`config.mk`:
```
export PLATFORM = sky130hd
export DESIGN_NAME = operand_entry_ctrl
export DESIGN_NICKNAME = d
export VERILOG_FILES = /design/src/rtl/operand_entry_pkg.sv /design/src/rtl/operand_entry_ctrl_rise_detect.sv /design/src/rtl/operand_entry_ctrl.sv
export SDC_FILE = /design/constraint.sdc
export NUM_CORES = 1
export LEC_CHECK = 0
export ABC_AREA = 1
export ABC_CLOCK_PERIOD_IN_PS = 2600
export CAP_MARGIN = 20
export CORE_UTILIZATION = 51
export CTS_CLUSTER_DIAMETER = 150
export CTS_CLUSTER_SIZE = 12
export DETAILED_ROUTE_END_ITERATION = 7
export PLACE_DENSITY = 0.89
export SLEW_MARGIN = 20
export SYNTH_ARGS = -nofsm -noshare
export SYNTH_HDL_FRONTEND = slang
export SYNTH_SLANG_ARGS = --single-unit
```
`constraint.sdc`:
```
create_clock -name clk -period 2.6 [get_ports clk]
set_input_delay 0.39 -clock clk [delete_from_list [all_inputs] [get_ports clk]]
set_output_delay 0.39 -clock clk [all_outputs]
set_load 0.05 [all_outputs]
```
`src/rtl/operand_entry_pkg.sv`:
```
// Shared types for the operand entry controller: state encoding and its width.
package operand_entry_pkg;

    localparam int STATE_W = 3;

    // Encoding 7 is deliberately left unused; the FSM recovers from it to ST_LOAD_AR.
    typedef enum logic [STATE_W-1:0] {
        ST_LOAD_AR = 3'd0,
        ST_LOAD_AI = 3'd1,
        ST_LOAD_BR = 3'd2,
        ST_LOAD_BI = 3'd3,
        ST_START   = 3'd4,
        ST_WAIT    = 3'd5,
        ST_SHOW    = 3'd6
    } state_t;

endpackage : operand_entry_pkg

```
`src/rtl/operand_entry_ctrl_rise_detect.sv`:
```
// Rising-edge detector for one debounced button. The history register resets
// to 1 so that a button held down through reset does not produce a press.
module rise_detect (
    input  logic clk,
    input  logic n_reset,
    input  logic i_btn,
    output logic o_press
);

    logic r_prev;

    // Track the button level from the previous cycle.
    always_ff @(posedge clk) begin
        if (!n_reset) begin
            r_prev <= 1'b1;
        end else begin
            r_prev <= i_btn;
        end
    end

    assign o_press = i_btn & ~r_prev;

endmodule : rise_detect

```
`src/rtl/operand_entry_ctrl.sv`:
```
// Operand entry controller: walks the user through entering A and B from the
// switches, launches the complex multiplier through a start/ready handshake,
// waits for its done pulse (or a timeout) and then holds the result display.
//
// Handshake: mult_start is a registered request raised one cycle after entering
// START and held until a cycle where mult_start and mult_ready are both high;
// that cycle is the single transfer, after which mult_start drops and the FSM
// moves to WAIT. mult_done is a one-cycle pulse that is only honoured in WAIT.
module operand_entry_ctrl
    import operand_entry_pkg::*;
#(
    parameter int WIDTH   = 8,
    parameter int TIMEOUT = 1024
) (
    input  logic               clk,
    input  logic               n_reset,
    input  logic               btn_next,
    input  logic               btn_back,
    input  logic [WIDTH-1:0]   sw,
    input  logic               mult_ready,
    input  logic               mult_done,
    output logic [WIDTH-1:0]   a_re,
    output logic [WIDTH-1:0]   a_im,
    output logic [WIDTH-1:0]   b_re,
    output logic [WIDTH-1:0]   b_im,
    output logic               mult_start,
    output logic [STATE_W-1:0] state_idx,
    output logic               show_result,
    output logic               err
);

    // Wait counter runs 0..TIMEOUT-1 while in WAIT.
    localparam int CNT_W = (TIMEOUT > 1) ? $clog2(TIMEOUT) : 1;
    localparam logic [CNT_W-1:0] CNT_LAST = CNT_W'(TIMEOUT - 1);

    state_t           r_state;
    state_t           w_state_nxt;
    logic [WIDTH-1:0] r_a_re;
    logic [WIDTH-1:0] r_a_im;
    logic [WIDTH-1:0] r_b_re;
    logic [WIDTH-1:0] r_b_im;
    logic             r_mult_start;
    logic [CNT_W-1:0] r_cnt;
    logic             r_err;

    logic w_next_raw;
    logic w_back_raw;
    logic w_next_p;
    logic w_back_p;
    logic w_xfer;
    logic w_timeout;
    logic w_err_clr;

    rise_detect u_next_det (
        .clk     (clk),
        .n_reset (n_reset),
        .i_btn   (btn_next),
        .o_press (w_next_raw)
    );

    rise_detect u_back_det (
        .clk     (clk),
        .n_reset (n_reset),
        .i_btn   (btn_back),
        .o_press (w_back_raw)
    );

    // Simultaneous next and back presses cancel each other out.
    assign w_next_p = w_next_raw & ~w_back_raw;
    assign w_back_p = w_back_raw & ~w_next_raw;

    assign w_xfer    = (r_state == ST_START) & r_mult_start & mult_ready;
    // Done has priority over the timeout on the same cycle.
    assign w_timeout = (r_state == ST_WAIT) & ~mult_done & (r_cnt == CNT_LAST);
    assign w_err_clr = (r_state == ST_SHOW) & w_next_p;

    // Next-state logic.
    always_comb begin
        w_state_nxt = r_state;
        case (r_state)
            ST_LOAD_AR: begin
                if (w_next_p) w_state_nxt = ST_LOAD_AI;
            end
            ST_LOAD_AI: begin
                if (w_next_p)      w_state_nxt = ST_LOAD_BR;
                else if (w_back_p) w_state_nxt = ST_LOAD_AR;
            end
            ST_LOAD_BR: begin
                if (w_next_p)      w_state_nxt = ST_LOAD_BI;
                else if (w_back_p) w_state_nxt = ST_LOAD_AI;
            end
            ST_LOAD_BI: begin
                if (w_next_p)      w_state_nxt = ST_START;
                else if (w_back_p) w_state_nxt = ST_LOAD_BR;
            end
            ST_START: begin
                if (w_xfer) w_state_nxt = ST_WAIT;
            end
            ST_WAIT: begin
                if (mult_done || w_timeout) w_state_nxt = ST_SHOW;
            end
            ST_SHOW: begin
                if (w_next_p)      w_state_nxt = ST_LOAD_AR;
                else if (w_back_p) w_state_nxt = ST_LOAD_BI;
            end
            default: begin
                w_state_nxt = ST_LOAD_AR;
            end
        endcase
    end

    // State register.
    always_ff @(posedge clk) begin
        if (!n_reset) begin
            r_state <= ST_LOAD_AR;
        end else begin
            r_state <= w_state_nxt;
        end
    end

    // Operand registers: copy sw on a next press in the matching LOAD state.
    always_ff @(posedge clk) begin
        if (!n_reset) begin
            r_a_re <= '0;
            r_a_im <= '0;
            r_b_re <= '0;
            r_b_im <= '0;
        end else if (w_next_p) begin
            case (r_state)
                ST_LOAD_AR: r_a_re <= sw;
                ST_LOAD_AI: r_a_im <= sw;
                ST_LOAD_BR: r_b_re <= sw;
                ST_LOAD_BI: r_b_im <= sw;
                default:    ;
            endcase
        end
    end

    // Start request: raised the cycle after entering START, dropped after transfer.
    always_ff @(posedge clk) begin
        if (!n_reset) begin
            r_mult_start <= 1'b0;
        end else if (w_xfer) begin
            r_mult_start <= 1'b0;
        end else begin
            r_mult_start <= (r_state == ST_START);
        end
    end

    // Wait counter: zero outside WAIT, counts up each cycle inside it.
    always_ff @(posedge clk) begin
        if (!n_reset) begin
            r_cnt <= '0;
        end else if (r_state != ST_WAIT) begin
            r_cnt <= '0;
        end else begin
            r_cnt <= r_cnt + 1'b1;
        end
    end

    // Sticky timeout flag, cleared when the user leaves SHOW for LOAD_AR.
    always_ff @(posedge clk) begin
        if (!n_reset) begin
            r_err <= 1'b0;
        end else if (w_timeout) begin
            r_err <= 1'b1;
        end else if (w_err_clr) begin
            r_err <= 1'b0;
        end
    end

    assign a_re        = r_a_re;
    assign a_im        = r_a_im;
    assign b_re        = r_b_re;
    assign b_im        = r_b_im;
    assign mult_start  = r_mult_start;
    assign state_idx   = r_state;
    assign show_result = (r_state == ST_SHOW);
    assign err         = r_err;

endmodule : operand_entry_ctrl
```
; ---- Yosys cells after proc, flatten, opt, wreduce, memory -nomap -nowiden
; Index checks and enable logic that the tools add are counted.
[op_classes]
mul = 0
n_div = 0
eq_ne = 15
bitwise_logic = 15
shift = 0
order_cmp = 0
n_addsub = 1
n_reduce_logical = 10
muxes = 14
[ops]
columns = op, n
row1 = 3-bit two-way mux, 11
row2 = 3-bit one-hot mux with 7 select lines, 1
row3 = 3-bit != test (second input constant), 4
row4 = 10-bit by 1-bit adder with 10-bit output (second input constant), 1
row5 = 10-bit equality test (second input constant), 1
row6 = 1-bit bitwise AND, 9
row7 = 3-bit equality test (second input constant), 3
row8 = 2-bit AND reduction, 4
row9 = 7-bit AND reduction, 1
row10 = 3-bit by 2-bit equality test with 1-bit output (second input constant), 2
row11 = 1-bit inverter, 6
row12 = 2-bit != test (second input constant), 2
row13 = 2-bit OR reduction, 2
row14 = 3-bit by 1-bit equality test with 1-bit output (second input constant), 1
row15 = 3-bit logical NOT, 1
row16 = 3-bit by 1-bit != test with 1-bit output (second input constant), 1
row17 = 1-bit two-way mux, 2
row18 = 2-bit by 1-bit != test with 1-bit output (second input constant), 1
row19 = 2-bit nonzero test, 1
row20 = 1-bit logical OR, 1
[word_totals]
in_bits = 14
reg_bits = 49
rom_bits = 0
wordCells = 65
n_memories = 0
ramBits = 0
latchBits = 0

; ---- Longest topological paths before layout
; Gate-level depths: netlist (run 1).
[logic_depth]
ltp_word = 7
depth_mapped = 12
ltp_nobuf = 12

; ---- By module
; Synthesis (run 1) repeated with hierarchy kept, for this count alone.
[hier_totals]
cells_unflattened = 271
hier_area_um2 = 2060.7
[modules_own_cells]
columns = module, area_each_um2, cells_each, n_inst
row1 = operand_entry_ctrl, 1993.2, 263, 1
row2 = rise_detect, 33.8, 4, 2

; ---- Least setup slack after synthesis (run 1)
; No wires, ideal clock.
[synth_path]
path_kind = flip-flop to flip-flop
from = reg r_state[2], in the netlist state_idx[2]
to = reg r_state[2], in the netlist state_idx[2]
path_slack_ns = 0.679
path_buffers = 0
t_arrival_ns = 1.808
path_stages_with_launch = 10
synth_period_minus_slack_ns = 1.921
setup_ns = 0.113
path_cell_list = dfxtp_1 nand2_2 nor2_2 nand2_1 nand2_1 nand2_1 nand3_4 nand2_1 nand2_1 nor2_1
[synth_via]
word_cells_on_any_way = 21
cone_classes = 13 x eq/ne / 1 x mux / 4 x bitwise / 3 x reduce/logical
[synth_lines]
columns = item, line
row1 = start: declaration, operand_entry_ctrl.sv:36  ; state_t r_state;
row2 = start signal: assignment, operand_entry_ctrl.sv:117  ; r_state <= w_state_nxt;
row3 = 3-bit equality test (*), n/a
row4 = net show_result, operand_entry_ctrl.sv:28  ; output logic show_result,
row5 = 3-bit by 1-bit != test with 1-bit output (no source line), n/a
row6 = 7-bit AND reduction (no source line), n/a
; Mark *: on every way through the listed nets, which the timed path passes. The rest lies on a longest branch.
; A chain may end at the register's enable or synchronous reset.

; ---- Worst setup path in the final report (run 1)
[layout_path]
from = reg r_state[1], in the netlist state_idx[1]
to = out show_result
[layout_via]
elab_chain_cells = 1
[layout_lines]
columns = item, line
row1 = 3-bit equality test, operand_entry_ctrl.sv:178  ; assign show_result = (r_state == ST_SHOW);
row2 = end: declaration, operand_entry_ctrl.sv:28
; No other way between the ends.

==> results.txt, run 1 <==
----------------------------------------------------
[Detailed routing]
  Via density per instance ... 5.06
  Violation count after the first detailed-routing iteration ... 121
  Count of vias placed by the detailed router ... 1852
  Residual DRC count ... 0
  Detailed Routing Iterations Pass 1 ... 4
  Total wire length after detailed routing ... 4430 um
  Final ANT Viol Nets ... 0
  Routed wirelength normalized by instance count ... 12.1 um

[Clock tree]
  Clock root buffer ... sky130_fd_sc_hd__clkbuf_8
  Hold Buf Count CTS ... 0
  TritonCTS clock tree ... yes
  Num Clock Sinks ... 49
  CTS buffer count ... 5
  CTS-repair resized insts ... 0
  Clock network latency to the later pin of the worst-skew pair ... 0.30 ns
  Number of H-tree levels ... 2
  CTS clock-pin slew for the worst setup and hold paths ... 0.09 ns
  Maximum count of clock buffers along a single path ... 2
  Buffers inserted during post-CTS setup optimization ... 0

[Final layout]
  Area delta synth->final ... 32.0%
  Post-layout utilization of the core ... 71.3%
  Layout net count ... 334
  Number of antenna cells inserted ... 0
  Top library cells by usage in the layout, fill and taps aside ... sky130_fd_sc_hd__nor2_1 (51), sky130_fd_sc_hd__clkdlybuf4s50_1 (51), sky130_fd_sc_hd__dfxtp_1 (49)
  Post-Layout Cell Count ... 366
  Post-Layout Inst Area ... 0.00265 mm2
  Ratio of cells with drive above 1 in the final layout ... 9.43%
  Layout filler cell count ... 300

[Global route]
  Total gr overflow ... 0
  Global-route wire length before repair ... 7520 um
  Overall global routing resource usage ... 23.3%
  Initial antenna violation count ... 0
  Largest net degree at the start of global routing ... 26
  Number of global-route vias before repair ... 1675

[Outcome]
  Result of the run ... finished clean

[Critical path]
  Arrival @ worst endpoint ... 1.88 ns
  Count of buffer and inverter cells on the critical path ... 1
  Crit path max fanout ... 6
  Delay contributed by the slowest stage of the critical path ... 0.82 ns
  Type of destination of the critical path ... output port
  Slowest cell on the critical path ... sky130_fd_sc_hd__clkdlybuf4s50_1
  Dominant delay contributor by cell family on the critical path ... buffers and inverters
  CP Launch Type ... register
  CP required ... 2.21 ns
  Startpoint-to-endpoint class of the critical path ... register to output port
  Ordered cell list for the critical path ... nand2_2 > nor2_2 > clkdlybuf4s50_1

[Logic synthesis]
  Sequential area share after synthesis ... 48.8%
  Cell types with the largest area share after synthesis ... sky130_fd_sc_hd__dfxtp_1 (49%), sky130_fd_sc_hd__nor2_1 (9.5%), sky130_fd_sc_hd__o21ai_0 (9.0%), sky130_fd_sc_hd__inv_1 (6.2%), sky130_fd_sc_hd__a21oi_1 (5.5%)
  Number of distinct library cell variants in the gate-level netlist after synthesis ... 24
  Yosys warns ... 0
  Total of flip-flops plus latches after synthesis ... 49
  Combined area of all synthesized cells ... 0.00201 mm2
  Synth async-reset ratio ... 0%
  Area share of the largest cell type after synthesis ... 48.8%
  Post-Synthesis Net Count ... 280
  EDFF count, synth ... 0
  Area leader, netlist ... sky130_fd_sc_hd__dfxtp_1
  Dominant register cell in the synthesized netlist ... sky130_fd_sc_hd__dfxtp_1
  Syn Area/Cell ... 7.64 um2
  Synthesized instance count ... 263

[Timing]
  Final Setup Violations ... 0
  Relative slew margins ... 64.8%
  Post-layout min period ... 2.27 ns
  Worst setup slack after layout ... 0.327 ns
  RSZ-0062 raised after global routing ... no
  Worst-margin pin slew ... 0.526 ns
  Max Fclk ... 0.440 GHz
  Share of the clock period used by the worst path ... 87.4%
  Number of hold violations in the final report ... 0
  Final TNS setup ... 0 ns
  Final max-slew violation count ... 0
  Worst clock skew on the final layout ... 0.00553 ns

[Die]
  Floorplan die area ... 0.00419 mm2
  Area of the core region ... 0.00372 mm2
  Initial Util ... 54.0%
  Die X-Extent ... 64.8 um
  Y dimension of the die ... 64.8 um
  Site Rows ... 22
  Top Ports ... 52

[Place]
  DP Wirelength ... 3290 um
  Pre-CTS worst setup slack ... 0.490 ns
  Post-placement cell area ... 0.00256 mm2
  Placer congestion estimate ... 0.905
  Number of I/O port buffers ... 51
  Number of instances in the placed design ... 358

[Min path]
  Worst hold path type ... register to register

[Run]
  Max-capacitance violation count ... 0

[Power]
  Power per cell area ... 705 mW/mm2
  Pleak ... 0.000982 uW
  Worst-case vdd ir drop ... 0.658 mV

----------------------------------------------------
-- metrics by stage --
stage | hold WS [ns] | power [uW]
finish | 0.450 | 1870
floorplan | 0.418 | 1260
CTS | 0.450 | 1880
detailed placement | 0.437 | 1440
global placement | 0.432 | 1420
global route | 0.461 | 1960
-- final cells by class --
class | count | area (um2) | share of cell area, %
sequential | 49 | 981 | 37.0
timing repair buffer | 53 | 526 | 19.8
clock buffer | 5 | 68.8 | 2.60
multi-input combinational | 169 | 847 | 32.0
inverter | 39 | 146 | 5.52
tap | 48 | 60.1 | 2.27
clock inverter | 3 | 21.3 | 0.803
-- kinds of logic (layout without fill, tap and decap cells) --
| family | count (synthesis) | count (layout) | synth area share, % |
|---|---|---|---|
| xor gates and xnor gates | 1 | 1 | 0.436 |
| DFF | 49 | 49 | 48.8 |
| and+or+nand+nor | 104 | 104 | 24.7 |
| AOI/OAI and AO/OA | 61 | 61 | 15.2 |
| buffers and inverters | 45 | 100 | 8.97 |
| adders and majority gates | 3 | 3 | 1.87 |
-- report_power, final --
group | leakage [uW] | total [uW] | switching, uW | internal, uW
logic | 0.000541 | 580 | 389 | 191
registers | 0.000397 | 844 | 43.0 | 801
clock network | 0.0000445 | 445 | 254 | 191
-- path summary, 6_finish.rpt --
check,startpoint,to,slack (ns),cells past startpoint
setup reg to reg,state_idx[1],b_im[3],1.08,5
hold reg to reg,a_re[5],a_re[5],0.45,2
hold / removal,a_re[5],a_re[5],0.45,2
setup / recovery,state_idx[1],show_result,0.33,3
-- cell usage after synthesis, types with 2 or more instances --
library cell and count:
sky130_fd_sc_hd__nand4_1 3, sky130_fd_sc_hd__clkbuf_1 4, sky130_fd_sc_hd__inv_1 33, sky130_fd_sc_hd__a21oi_1 22, sky130_fd_sc_hd__o21ai_0 36, sky130_fd_sc_hd__nor2_1 51, sky130_fd_sc_hd__nand2_1 27, sky130_fd_sc_hd__nand3_1 7
sky130_fd_sc_hd__nand3_2 4, sky130_fd_sc_hd__o21ai_1 3, sky130_fd_sc_hd__inv_2 6, sky130_fd_sc_hd__nor2_4 3, sky130_fd_sc_hd__nor2_2 2, sky130_fd_sc_hd__ha_1 3, sky130_fd_sc_hd__nand2_2 2, sky130_fd_sc_hd__dfxtp_1 49
-- tightest hold or removal path, stage by stage (launching register included) --
cell and delay [ns]:
sky130_fd_sc_hd__dfxtp_1 0.32, sky130_fd_sc_hd__inv_1 0.05, sky130_fd_sc_hd__a21oi_1 0.05
-- state kept, by name, indices dropped and copies added (netlist names) --
register,flops
r_cnt,10
a_im,8
a_re,8
b_im,8
b_re,8
state_idx,3
err,1
mult_start,1
u_back_det.r_prev,1
u_next_det.r_prev,1
-- layer usage --
| metal | part of all wire [%] | GRT usage [%] |
|---|---|---|
| met1 | 47 | 29.2 |
| met2 | 46 | 38.2 |
| met3 | 5.2 | 5.81 |
| met4 | 1.7 | 8.89 |
| met5 | 0 | 0 |
No activity file was read; power rests on OpenSTA's default activity.
==> run 2, diff against run 1 <==
--- a/config.mk
+++ b/config.mk
@@ -8,6 +8,7 @@
 export ABC_AREA = 1
 export ABC_CLOCK_PERIOD_IN_PS = 2600
 export CAP_MARGIN = 20
+export CORE_ASPECT_RATIO = 0.6
 export CORE_UTILIZATION = 51
 export CTS_CLUSTER_DIAMETER = 150
 export CTS_CLUSTER_SIZE = 12
==> run 2 against run 1 <==
- hold slack improved by 0.00097 ns
- wire length is 3.7% higher
- setup slack got worse by 0.011 ns
- count of clock-buffer cells in the layout is the same
- final cell count fell by 1.1%
- global-route usage is 0.10 points lower
- power decreased by 2.2%
- clock power is 9.2% lower
- clock skew shrank 0.0017 ns
- fmax decreased by 0.47%
- highest routed layer unchanged
==> results.txt, run 2 (same netlist as run 1, synthesis figures left out) <==
----------------------------------------------------
[Final layout]
  Number of antenna cells inserted ... 0
  Number of flip-flops in the largest register ... 10
  Area delta synth->final ... 30.7%
  Layout filler cell count ... 300
  Layout net count ... 333
  Top library cells by usage in the layout, fill and taps aside ... sky130_fd_sc_hd__nor2_1 (51), sky130_fd_sc_hd__clkdlybuf4s50_1 (51), sky130_fd_sc_hd__dfxtp_1 (49)
  Ratio of cells with drive above 1 in the final layout ... 8.57%
  Register with the most flip-flops ... r_cnt

[Critical path]
  CP Launch Type ... register
  Arrival @ worst endpoint ... 1.89 ns
  Slowest cell on the critical path ... sky130_fd_sc_hd__clkdlybuf4s50_1
  Crit path max fanout ... 6
  Type of destination of the critical path ... output port
  Count of buffer and inverter cells on the critical path ... 1
  Startpoint-to-endpoint class of the critical path ... register to output port
  Ordered cell list for the critical path ... nand2_2 > nor2_2 > clkdlybuf4s50_1
  CP required ... 2.21 ns
  Delay contributed by the slowest stage of the critical path ... 0.83 ns
  Dominant delay contributor by cell family on the critical path ... buffers and inverters

[Clock tree]
  Number of H-tree levels ... 2
  Clock root buffer ... sky130_fd_sc_hd__clkbuf_8
  TritonCTS clock tree ... yes
  CTS clock-pin slew for the worst setup and hold paths ... 0.08 ns
  Maximum count of clock buffers along a single path ... 2
  CTS-repair resized insts ... 0
  CTS buffer count ... 5
  Clock network latency to the later pin of the worst-skew pair ... 0.29 ns
  Buffers inserted during post-CTS setup optimization ... 0
  Hold Buf Count CTS ... 0
  Num Clock Sinks ... 49

[Place]
  DP Wirelength ... 3470 um
  Number of I/O port buffers ... 51
  Placer congestion estimate ... 0.858

[Die]
  Top Ports ... 52
  Site Rows ... 17
  Die X-Extent ... 83.0 um
  Initial Util ... 53.9%
  Area of the core region ... 0.00372 mm2
  Floorplan die area ... 0.00420 mm2
  Y dimension of the die ... 50.6 um

[Detailed routing]
  Via density per instance ... 4.90
  Count of vias placed by the detailed router ... 1774
  Final ANT Viol Nets ... 0
  Routed wirelength normalized by instance count ... 12.7 um
  Detailed Routing Iterations Pass 1 ... 5
  Residual DRC count ... 0
  Violation count after the first detailed-routing iteration ... 107
  Total wire length after detailed routing ... 4590 um

[Min path]
  Worst hold path type ... register to register

[Timing]
  Final TNS setup ... 0 ns
  Number of hold violations in the final report ... 0
  Post-layout min period ... 2.28 ns
  Min Hold Slack ... 0.450 ns
  Final max-slew violation count ... 0
  Share of the clock period used by the worst path ... 87.8%
  Relative slew margins ... 64.8%
  Worst clock skew on the final layout ... 0.00382 ns
  RSZ-0062 raised after global routing ... no
  Worst-margin pin slew ... 0.526 ns
  Max Fclk ... 0.438 GHz
  Final Setup Violations ... 0

[Power]
  Power per cell area ... 697 mW/mm2
  Pleak ... 0.000972 uW
  Worst-case vdd ir drop ... 0.509 mV

[Outcome]
  Result of the run ... finished clean

[Global route]
  Global-route wire length before repair ... 7570 um
  Overall global routing resource usage ... 23.2%
  Total gr overflow ... 0
  Initial antenna violation count ... 0
  Largest net degree at the start of global routing ... 39
  Number of global-route vias before repair ... 1571

[Run]
  Max-capacitance violation count ... 0

----------------------------------------------------
## run 2: cell count changes in the layout (fill, tap and decap cells not counted)
cell / before / now
sky130_fd_sc_hd__buf_4: 2 / 1
sky130_fd_sc_hd__clkinvlp_4: 1 / 0
sky130_fd_sc_hd__inv_6: 1 / 0
## run 2: area by class of cell
type	instances	area, um2	area share, %
clock buffer	5	68.8	2.62
clock inverter	1	5.00	0.191
inverter	39	146	5.58
multi-input combinational	169	847	32.3
sequential	49	981	37.4
tap	47	58.8	2.24
timing repair buffer	52	518	19.7
## run 2: power breakdown
part / internal, uW / leakage [uW] / total (uW) / switching (uW)
Clock: 177 / 0.0000399 / 404 / 227
Combinational: 185 / 0.000536 / 569 / 383
Sequential: 801 / 0.000397 / 855 / 54.3
## run 2: tightest hold or removal path, stage by stage (launching register included)
cell	delay [ns]
sky130_fd_sc_hd__dfxtp_1	0.32
sky130_fd_sc_hd__inv_1	0.05
sky130_fd_sc_hd__a21oi_1	0.05
## run 2: path summary, 6_finish.rpt
| check | startpoint | to | slack [ns] | cells past startpoint |
|---|---|---|---|---|
| min reg2reg | a_re[6] | a_re[6] | 0.45 | 2 |
| min | a_re[6] | a_re[6] | 0.45 | 2 |
| max reg2reg | u_next_det.r_prev | b_im[5] | 1.02 | 5 |
| max | state_idx[2] | show_result | 0.32 | 3 |
## run 2: metrics by stage
stage               worst slack [ns]  power, uW  util, %  cells  cell area [um2]
floorplan                      0.679       1260        -    263             2010
global placement               0.578       1420     68.5    356             2550
detailed placement             0.483       1440     68.5    356             2550
CTS                            0.304       1840     70.5    362             2630
global route                   0.246       1930     70.5    362             2630
finish                         0.316       1830     70.5    362             2630
## run 2: routing by layer
| layer | track usage, % | vias up | part of all wire (%) |
|---|---|---|---|
| met3 | 5.43 | 2 | 5.5 |
| met5 | 0 | - | 0 |
| met4 | 5.17 | 0 | 0.41 |
| met1 | 32.5 | 793 | 48 |
| met2 | 36.5 | 41 | 46 |
| li1 | - | 938 | - |
==> RTL edit 1 (settings of run 1) <==
Put one more register stage on the output `err`, cleared by the reset. The value now appears one clock later. The other outputs are not delayed to match.
--- a/src/rtl/operand_entry_ctrl.sv
+++ b/src/rtl/operand_entry_ctrl.sv
@@ -178,3 +178,9 @@
     assign show_result = (r_state == ST_SHOW);
-    assign err         = r_err;
+    always_ff @(posedge clk) begin
+        if (!n_reset) begin
+            err <= '0;
+        end else begin
+            err <= r_err;
+        end
+    end
 
Function: same outputs for any inputs over 10 cycles, from zero or initial values and one cycle with n_reset low; that may be too few to reach the edited logic, so the function may still have changed.
==> RTL edit 1 against run 1 <==
Wire length decreased by 0.86%. Via count increased by 0.86%. Non-clock buffer count decreased by 1. Area after synthesis increased by 1.9%. Power increased by 5.6%. Worst setup slack about the same. Final area increased by 2.0%. Final cell count increased by 0.27%. Clock skew decreased by 0.0011 ns. Hold slack got worse by 0.0041 ns. Global-route usage decreased by 0.093 points. Sequential cell count increased by 1.
==> RTL edit 1: results (changes against run 1) <==
Run status
  • Status: complete, no violations

Synthesis
  • Synth top cells by count: 50 x dfxtp_1, 49 x nor2_1, 38 x o21ai_0, 35 x inv_1, 30 x nand2_1
  • Post-Synthesis Cells: 266 (+1.1%)
  • Post-synthesis sequential area ratio: 48.9% (+0.052 points)
  • Post-Synth Adder-Cell Area: 1.83% (-0.035 points)
  • Synth cell types: 27 (+13%)
  • Top cells by area, synth: dfxtp_1 49%, o21ai_0 9.3%, nor2_1 9.0%
  • Synth Area in XOR/XNOR: 0.428% (-0.0083 points)
  • Net Count, Synth: 283 (+1.1%)

Routing
  • Initial DRC count: 139 (+15%)
  • Routed vias: 1,868 (+0.86%)
  • WL/cell: 12.0 um (-1.1%)

GRT
  • GRT Util Overall: 23.2% (-0.093 points)
  • Vias in the first global route: 1,680 (+0.30%)
  • First-pass GRT wire length: 7620 um (+1.4%)
  • Largest net degree at the start of global routing: 34 (+31%)

Worst setup path
  • Reg2reg end: b_im[4]
  • CP Launch Point: state_idx[2]
  • Reg-to-reg slack, setup: 0.96 ns (-0.12 ns)
  • Reg2Reg Launch Point: u_next_det.r_prev

Final layout
  • Fraction of layout cells with a size suffix above 1: 8.78% (-0.66 points)
  • Final nets: 336 (+0.60%)

Pwr
  • Worst IR drop on VDD: 0.483 mV (-27%)
  • Switch share: 33.7% (-3.0 points)

Place
  • # placed instances: 360 (+0.56%)
  • Routability congestion estimate from global placement: 0.860 (-5.0%)

STA
  • Skew final: 0.00445 ns (-0.00108 ns)
  • Rel. slew slack: 65.3% (+0.46 points)
## RTL edit 1: through the flow
stage	util, %	worst slack, ns
3_3_place_gp	69.2	0.552
6_report	72.2	0.327
5_1_grt	72.2	0.220
3_5_place_dp	69.2	0.475
2_1_floorplan	-	0.678
4_1_cts	72.2	0.318
## RTL edit 1: cell type report
class / instances / area (um2) / share of cell area [%]
clock inverter: 1 / 30.0 / 1.11
clock buffer: 6 / 82.6 / 3.06
sequential: 50 / 1000 / 37.0
multi-input combinational: 170 / 860 / 31.8
timing repair buffer: 52 / 518 / 19.2
tap: 48 / 60.1 / 2.22
inverter: 40 / 151 / 5.60
## RTL edit 1: critical path, cell delays in order (launching register included)
cell             delay [ns]
dfxtp_1                0.52
nand2_2                0.10
nor2_2                 0.15
clkdlybuf4s50_1        0.82
## RTL edit 1: worst min-delay path by stage
stage,to,slack (ns),startpoint
floorplan,err,0.40,r_err
global placement,err,0.42,r_err
detailed placement,err,0.43,r_err
CTS,err,0.45,r_err
global route,err,0.46,r_err
finish,err,0.45,r_err
## RTL edit 1: metal layers
layer / GRT usage, % / vias to the layer above / routed length (um)
li1: - / 946 / -
met3: 5.21 / 8 / 295
met5: 0 / - / 0
met4: 8.70 / 0 / 65
met1: 30.7 / 841 / 1980
met2: 36.7 / 73 / 2050
## RTL edit 1: power by group through the flow
stage          combinational (mW)  clock [mW]  sequential, mW
3_3_place_gp                0.552           0           0.885
4_1_cts                     0.563       0.552           0.869
2_1_floorplan               0.240           0            1.04
6_report                    0.562       0.544           0.868
5_1_grt                     0.613       0.590           0.878
3_5_place_dp                0.559           0           0.887
==> RTL edit 2 (flow settings as in run 1) <==
Without the edit above. Change the parameter `TIMEOUT` from 1024 to 256.
--- a/src/rtl/operand_entry_ctrl.sv
+++ b/src/rtl/operand_entry_ctrl.sv
@@ -12,3 +12,3 @@
     parameter int WIDTH   = 8,
-    parameter int TIMEOUT = 1024
+    parameter int TIMEOUT = 256
 ) (
Formal check against the unedited RTL: same outputs for any inputs over 10 cycles, from zero or initial values and one cycle with n_reset low; that may be too few to reach the edited logic, so the function may still have changed.
==> RTL edit 2 against run 1 <==
Power rose by 3.2%. Sequential cell count fell by 2. Area after synthesis fell by 6.2%. Wire length shrank 9.3%. Clock skew rose by 0.0051 ns. Hold slack improved by 0.0049 ns. Clock power rose by 4%. Final area shrank 4.2%. Core utilization increased by 2.4 points. Critical path depth did not move. Maximum frequency is 3.2% higher. Worst setup slack better by 0.071 ns. Global-route usage is 1.1 points lower. Critical endpoint unchanged. Largest cell class unchanged.
==> RTL edit 2: results (changes against run 1) <==
Run status
  • Status: complete, no violations

Routing
  • Detailed Route WL: 4020 um (-9.3%)
  • DR vias/cell: 4.99 (-1.4%)
  • Routed vias: 1,791 (-3.3%)
  • Initial DRC count: 94 (-22%)
  • DR WL met3: 229 um (-1.3%)
  • DR WL met2: 1850 um (-9.8%)
  • DRT met1 WL: 1860 um (-10%)

Place
  • Routability congestion estimate from global placement: 0.864 (-4.5%)
  • Post-detail-place hpwl: 3020 um (-8.2%)
  • Port bufs: 51 (unchanged)
  • Placed cell areas: 2440 um2 (-4.7%)
  • # placed instances: 351 (-2.0%)
  • DP Worst Slack: 0.406 ns (-0.0839 ns)

Final layout
  • Buffers outside the clock class: 53 (unchanged)
  • Area occupied by multi-input gates: 823 um2 (-2.8%)
  • Clock buffer count: 6 (+1)
  • Multi-input gates: 181 (+7.1%)
  • Invs w/o clock: 24 (-38%)
  • Fill cells: 284 (-5.3%)
  • Antenna diodes: 0 (unchanged)
  • Data buffer area share: 20.7% (+0.87 points)
  • Fraction of layout cells with a size suffix above 1: 8.31% (-1.1 points)
  • Sequential share of cell area: 37.1% (+0.047 points)
  • Post-route core utilization: 73.8% (+2.4 points)
  • Flip-flop and latch count: 47 (-4.1%)
  • Final nets: 329 (-1.5%)
  • Clock-cell share: 3.89% (+0.49 points)

STA
  • Least-Margin Pin Slew: 0.501 ns (-0.0252 ns)
  • Skew final: 0.0107 ns (+0.00513 ns)

GRT
  • GR met1 Demand/Resource: 27.8% (-1.4 points)
  • First-pass GRT wire length: 6840 um (-9.1%)
  • Largest net degree at the start of global routing: 37 (+42%)
  • Initial antenna violation count: 0 (unchanged)
  • GRT Util Overall: 22.2% (-1.1 points)
  • Met2 GRT Util: 36.0% (-2.1 points)
  • Vias in the first global route: 1,554 (-7.2%)
  • M3 GR Usage: 5.47% (-0.34 points)

CTS
  • Clock slew at reported path FFs: 0.09 ns (about the same)
  • CTS buffer count: 5 (unchanged)

Pwr
  • Sequential power: 816 uW (-3.3%)
  • Switching pwr: 723 uW (+5.4%)
  • Power per Cell Area: 760 nW/um2 (+7.8%)
  • Leak Pwr: 1.01 nW (+2.8%)
  • Clock power share: 24.1% (+0.3 points)
  • Worst IR drop on VDD: 0.755 mV (+15%)

Synthesis
  • Synth top cells by count: 86 x nor2_1, 47 x dfxtp_1, 36 x o21ai_0, 26 x nand2_1, 17 x inv_1
  • Fraction of registers with async set/reset: 0% (unchanged)
  • Post-synthesis sequential area ratio: 49.9% (+1.1 points)
  • Synthesized area per cell: 7.33 um2 (-4.0%)
  • Top cells by area, synth: dfxtp_1 50%, nor2_1 17%, o21ai_0 9.6%
  • Ys flop type: dfxtp_1
  • Net Count, Synth: 274 (-2.1%)
  • Synth cell types: 22 (-8.3%)

Worst setup path
  • CP peak stage delay: 0.80 ns (-0.02 ns)
  • Critical Path Fanout Max: 7 (+1)

Floorplanning
  • Row count: 21 (-4.5%)
[RTL edit 2: changes by cell type after synthesis, moves of 3 or more]
cell	run 1	this run
a21oi_1	22	6
inv_1	33	17
nor2_1	51	86
o21ai_1	3	0
[RTL edit 2: kinds of logic (layout without fill, tap and decap cells)]
kind of cell               after synthesis  count (layout)  share of synthesized area (%)
and+or+nand+nor                        134             134                           29.7
DFF                                     47              47                           49.9
AOI/OAI and AO/OA                       44              44                           12.0
buffers and inverters                   29              85                           6.37
adders and majority gates                3               3                           1.99
[RTL edit 2: worst paths after layout]
path,startpoint,cells after the start,endpoint,slack [ns]
max,state_idx[1],3,show_result,0.40
min,r_cnt[0],1,r_cnt[0],0.45
max reg2reg,u_back_det.r_prev,9,a_im[6],0.99
min reg2reg,r_cnt[0],1,r_cnt[0],0.45
[RTL edit 2: critical path: cells and delay by family, from the launching register on]
family        cells  cell delay (ns)
simple gates      1             0.15
buf+inv           2             0.91
flops             1             0.45
